===== src/rtl/immediate_generator.sv =====
// RV32I immediate generator: decodes the I/S/B/U/J immediate of an instruction word
// combinationally, plus a one-cycle registered copy for pipelined consumers.
module immediate_generator #(
  parameter int XLEN = 32
) (
  input  logic            clk,
  input  logic            rst,
  input  logic [XLEN-1:0] instr_i,
  output logic [XLEN-1:0] imm_o,
  output logic [XLEN-1:0] imm_q_o
);

  localparam logic [6:0] OP_IMM = 7'b0010011;
  localparam logic [6:0] LOAD   = 7'b0000011;
  localparam logic [6:0] JALR   = 7'b1100111;
  localparam logic [6:0] STORE  = 7'b0100011;
  localparam logic [6:0] BRANCH = 7'b1100011;
  localparam logic [6:0] LUI    = 7'b0110111;
  localparam logic [6:0] AUIPC  = 7'b0010111;
  localparam logic [6:0] JAL    = 7'b1101111;

  logic [6:0] opcode;
  logic [2:0] funct3;

  logic signed [XLEN-1:0] imm_i_type;
  logic signed [XLEN-1:0] imm_s_type;
  logic signed [XLEN-1:0] imm_b_type;
  logic signed [XLEN-1:0] imm_u_type;
  logic signed [XLEN-1:0] imm_j_type;
  logic        [XLEN-1:0] imm_shamt;

  logic [XLEN-1:0] imm_d;
  logic [XLEN-1:0] imm_q;

  assign opcode = instr_i[6:0];
  assign funct3 = instr_i[14:12];

  // Every format keeps its sign in instr[31], so replicating it sign-extends the field.
  assign imm_i_type = {{20{instr_i[31]}}, instr_i[31:20]};
  assign imm_s_type = {{20{instr_i[31]}}, instr_i[31:25], instr_i[11:7]};
  assign imm_b_type = {{19{instr_i[31]}}, instr_i[31], instr_i[7], instr_i[30:25],
                       instr_i[11:8], 1'b0};
  assign imm_u_type = {instr_i[31:12], 12'b0};
  assign imm_j_type = {{11{instr_i[31]}}, instr_i[31], instr_i[19:12], instr_i[20],
                       instr_i[30:21], 1'b0};
  assign imm_shamt  = {27'b0, instr_i[24:20]};

  always_comb begin
    imm_o = '0;
    unique case (opcode)
      OP_IMM: begin
        // Shift-immediates carry funct7 in [31:25]; only the shift amount is an operand.
        if (funct3 == 3'b001 || funct3 == 3'b101) imm_o = imm_shamt;
        else                                       imm_o = imm_i_type;
      end
      LOAD, JALR:  imm_o = imm_i_type;
      STORE:       imm_o = imm_s_type;
      BRANCH:      imm_o = imm_b_type;
      LUI, AUIPC:  imm_o = imm_u_type;
      JAL:         imm_o = imm_j_type;
      default:     imm_o = '0;
    endcase
  end

  always_comb begin
    imm_d = rst ? '0 : imm_o;
  end

  // Registered stage boundary.
  always_ff @(posedge clk) begin
    imm_q <= imm_d;
  end

  assign imm_q_o = imm_q;

endmodule


===== config.mk =====
export PLATFORM = sky130hd
export DESIGN_NAME = immediate_generator
export DESIGN_NICKNAME = d
export VERILOG_FILES = /design/src/rtl/immediate_generator.sv
export SDC_FILE = /design/constraint.sdc
export NUM_CORES = 1
export LEC_CHECK = 0
export CELL_PAD_IN_SITES_DETAIL_PLACEMENT = 1
export CELL_PAD_IN_SITES_GLOBAL_PLACEMENT = 1
export CORE_ASPECT_RATIO = 1.5
export CORE_MARGIN = 4
export CORE_UTILIZATION = 25
export CTS_CLUSTER_DIAMETER = 100
export DETAILED_ROUTE_END_ITERATION = 8
export PLACE_DENSITY_LB_ADDON = 0.1
export SYNTH_ARGS = -nofsm -noshare
export SYNTH_HDL_FRONTEND = slang
export SYNTH_SLANG_ARGS = --single-unit

===== constraint.sdc =====
create_clock -name clk -period 1.96 [get_ports clk]
set_input_delay 0.294 -clock clk [delete_from_list [all_inputs] [get_ports clk]]
set_output_delay 0.294 -clock clk [all_outputs]
set_load 0.05 [all_outputs]

Word-level counts from Yosys, hierarchy flattened
Cells that the tools add are included.

storage, ports and cells
  bits in registers = 32
  input port bits = 34
  output and inout port bits = 64
  word-level logic and storage cells = 16

operators by class
  equal/unequal tests = 10
  mux-type cells = 2
  reduce and logical (&&, ||, !) cells = 3

operators by type and width
  kind                                           count
  case mux 32 bit (6 select lines)               1
  two-way mux 32 bit                             1
  == test 7 bit, second input constant           3
  == test 7 x 5 -> 1 bit, second input constant  2
  == test 7 x 6 -> 1 bit, second input constant  2
  == test 7 x 2 -> 1 bit, second input constant  1
  OR reduction 2 bit                             2
  == test 3 x 1 -> 1 bit, second input constant  1
  == test 3 bit, second input constant           1
  logical OR 1 bit                               1

Logic depth before layout (Yosys ltp)
  word-level depth = 4
  gate-level depth with buffers = 6
  depth with buffers taken out = 4

Worst setup path after synthesis
No wires, ideal clock.

  kind = input port to output port
  from = in instr_i[2]
  to = out imm_o[31]
  data arrival time = 2.016 ns
  data required time = 1.666 ns
  path slack = -0.350 ns
  cell stages on the path = 4
  buffers on the path = 0
  cell sequence = nand4bb_1 -> nor2_2 -> nor3_1 -> o21ai_0

between the ends
  cells in the longest elaborated chain, start to end = 3
  elaborated cells between the ends (all ways) = 11
  classes of those cells = 8 x eq/ne; 1 x mux; 2 x reduce/logical

RTL lines
  element                                         RTL line  text
  from (decl)                                     8         input logic [XLEN-1:0] instr_i,
  == test 7 x 6 -> 1 bit (tied with other cells)  50        unique case (opcode)
  OR reduction 2 bit                              50
  case mux 32 bit (6 select lines) *              50
  to (decl)                                       9         output logic [XLEN-1:0] imm_o,

Mark *: on every way between the ends. The rest lies on a longest branch, timed or not.

Worst setup path in the final report
  from = in instr_i[0]
  to = out imm_o[20]

Same word-level chain as after synthesis.

==> impl_metrics.yaml <==
clock_tree:
  cts_buffer_depth: 2
  cts_tree: "yes"
  ctsHoldBuffers: 0
  path_clk_slew_ns: 0.08
  cts_root_buf: "clkbuf_8"
  clock_sinks: 32
  htree_levels: 2
  numCtsBuffers: 5
timing:
  min_period_ns: 1.897
  slew_viol_final: 0
  fin_hold_ws_ns: 0.2833
  post-route-period-util: 0.9679
  final-setup-viol-count: 0
  slew_headroom: 0.6468
  final.setup.tns_ns: 0
  max_freq_ghz: 0.5271
  hold_viol_final: 0
  max_slew.worst_pin.slew_ns: 0.5281
synthesis:
  ys_top_cells_by_area: "dfxtp_1 44%, a21o_1 20%, nor3b_2 5.2%, nand2_1 3.9%, a21oi_1 2.8%"
  netlist_instances: 150
  synth_cell_types: 30
  yosysSeqAreaShare: 0.4410
  synthesis.nets: 184
  synth-seq-cells: 32
  yosys-top-cells-count: "39 x a21o_1, 32 x dfxtp_1, 15 x nand2_1"
  avgSynthCellArea_um2: 9.684
  synth.most_common_cell: "a21o_1"
  synth_top_area_frac: 0.4410
  synth-edff-count: 0
  synth_top_area_cell: "dfxtp_1"
  async_flop_share: 0
  synthFlopType: "dfxtp_1"
  ys.warnings.count: 0
  syn_area_um2: 1453
min_path:
  worstHoldStart: "instr_i[13]"
  hold_class: "primary input to flip-flop"
  hold_path_depth: 3
  min_to: "imm_q_o[13]"
route:
  drc: 0
  vias_per_cell: 4.676
  ant_nets: 0
  vias: 1716
  first_pass_iters: 4
  wl_per_cell_um: 16.49
  drtIter0Drc: 42
  wl_um: 6051
placement:
  postPlaceCellArea_um2: 3049
  port_buffers: 97
  hpwl_um: 4667
  gp_congestion: 0.7807
  placed_cells: 350
worst_setup_path:
  cp_max_fo: 6
  critPathMaxStageDelay_ns: 0.20
  worstPathArrival_ns: 1.60
  worst_ep_required_time_ns: 1.67
  critical_path_class: "primary input to output port"
  path_buf_inv: 5
  worst_path_dominant_cell_family: "buffers and inverters"
  worst-path-stages: 9
  cp_cell_sequence: "buf_6, buf_6, nand4_1, buf_4, a21o_1, a21oi_4, buf_6, a21o_1, buf_12"
  cp-startpoint: "instr_i[0]"
  slowest_stage: "a21o_1"
  path_common_cell: "buf_6"
  end_kind: "output port"
  critical_path.startpoint_type: "primary input"
final_layout:
  fin_nets: 330
  stdcell_count: 367
  design_area_um2: 3339
  largest_reg_flops: 32
  drive_gt1_frac: 0.4074
  utilization: 0.5991
  area_delta_synth_final_pct: 129.9
  num_antenna_cells: 0
floorplan:
  die_w_um: 70.24
  core_um2: 5574
  std_cell_rows: 33
  io_pins: 98
  initial_utilization: 0.2606
  die_y_um: 101.4
  die_area_um2: 7120
grt:
  globalRouteOverflowTotal: 0
  grt_pass1_wl_um: 9763
  grt_pass1_vias: 1888
  antenna_found_initial: 0
  grt_max_degree: 12
  grt_use_total: 0.1749
outcome:
  status: "completed"
power_and_ir_drop:
  p_leak_uw: 0.001662
  p_per_area_nw_per_um2: 492.9
  peakVddDrop_uv: 369.3
run:
  drv_cap: 0
per-stage QoR:
stage	setup WS [ns]	power (µW)
after floorplan	-0.1072	799.6
after global placement	-0.5556	993.9
after detailed placement	-0.6365	997.0
after CTS	0.01192	1655
after global routing	-0.008078	1705
final	0.06300	1646
final cells by class:
type                       instances  area (µm²)
clock buffer                       6       72.57
clock inverter                     2       35.03
fill                             610        2235
inverter                           2       7.507
multi-input combinational        109       862.1
sequential                        32       640.6
tap                               70       87.58
timing repair buffer             146        1634
worst max-delay path by stage:
stage / end
final: imm_o[20]
after global routing: imm_o[29]
after CTS: imm_o[12]
after detailed placement: imm_o[6]
after global placement: imm_o[7]
after floorplan: imm_o[5]
routing by layer:
layer,GRT usage,share of wire,vias up,routed length [µm]
li1,-,-,829,-
met1,0.1618,0.33,811,2022
met2,0.3463,0.57,67,3428
met3,0.06256,0.082,9,494
met4,0.06047,0.018,0,106
met5,0,0,-,0
power by group:
part / internal, µW / switching [µW]
clock: 377 / 261
sequential: 657 / 1.85
combinational: 176 / 172
total: 1210 / 435
cells in the final DEF (no fill, tap or decap), types with 6 or more instances in the layout:
cell type,n
a21o_1,39
nor3b_2,6
buf_12,29
nor2b_1,6
a21oi_1,7
buf_6,12
dfxtp_1,32
buf_4,45
clkdlybuf4s50_1,56
nand2_1,15
repair_timing:
action,4_1_cts,5_1_grt
cloned,1,0
pin swaps,17,12
endpoints found under the setup margin,35,32
buffers inserted,7,2
resized for setup,51,20
kinds of logic after synthesis:
kind of cell | after synthesis | share of synthesized area
AOI/OAI and AO/OA | 60 | 0.2937
buffers and inverters | 9 | 0.03618
DFF | 32 | 0.4410
and+or+nand+nor | 49 | 0.2291
Power figures use the tool's default switching activity.
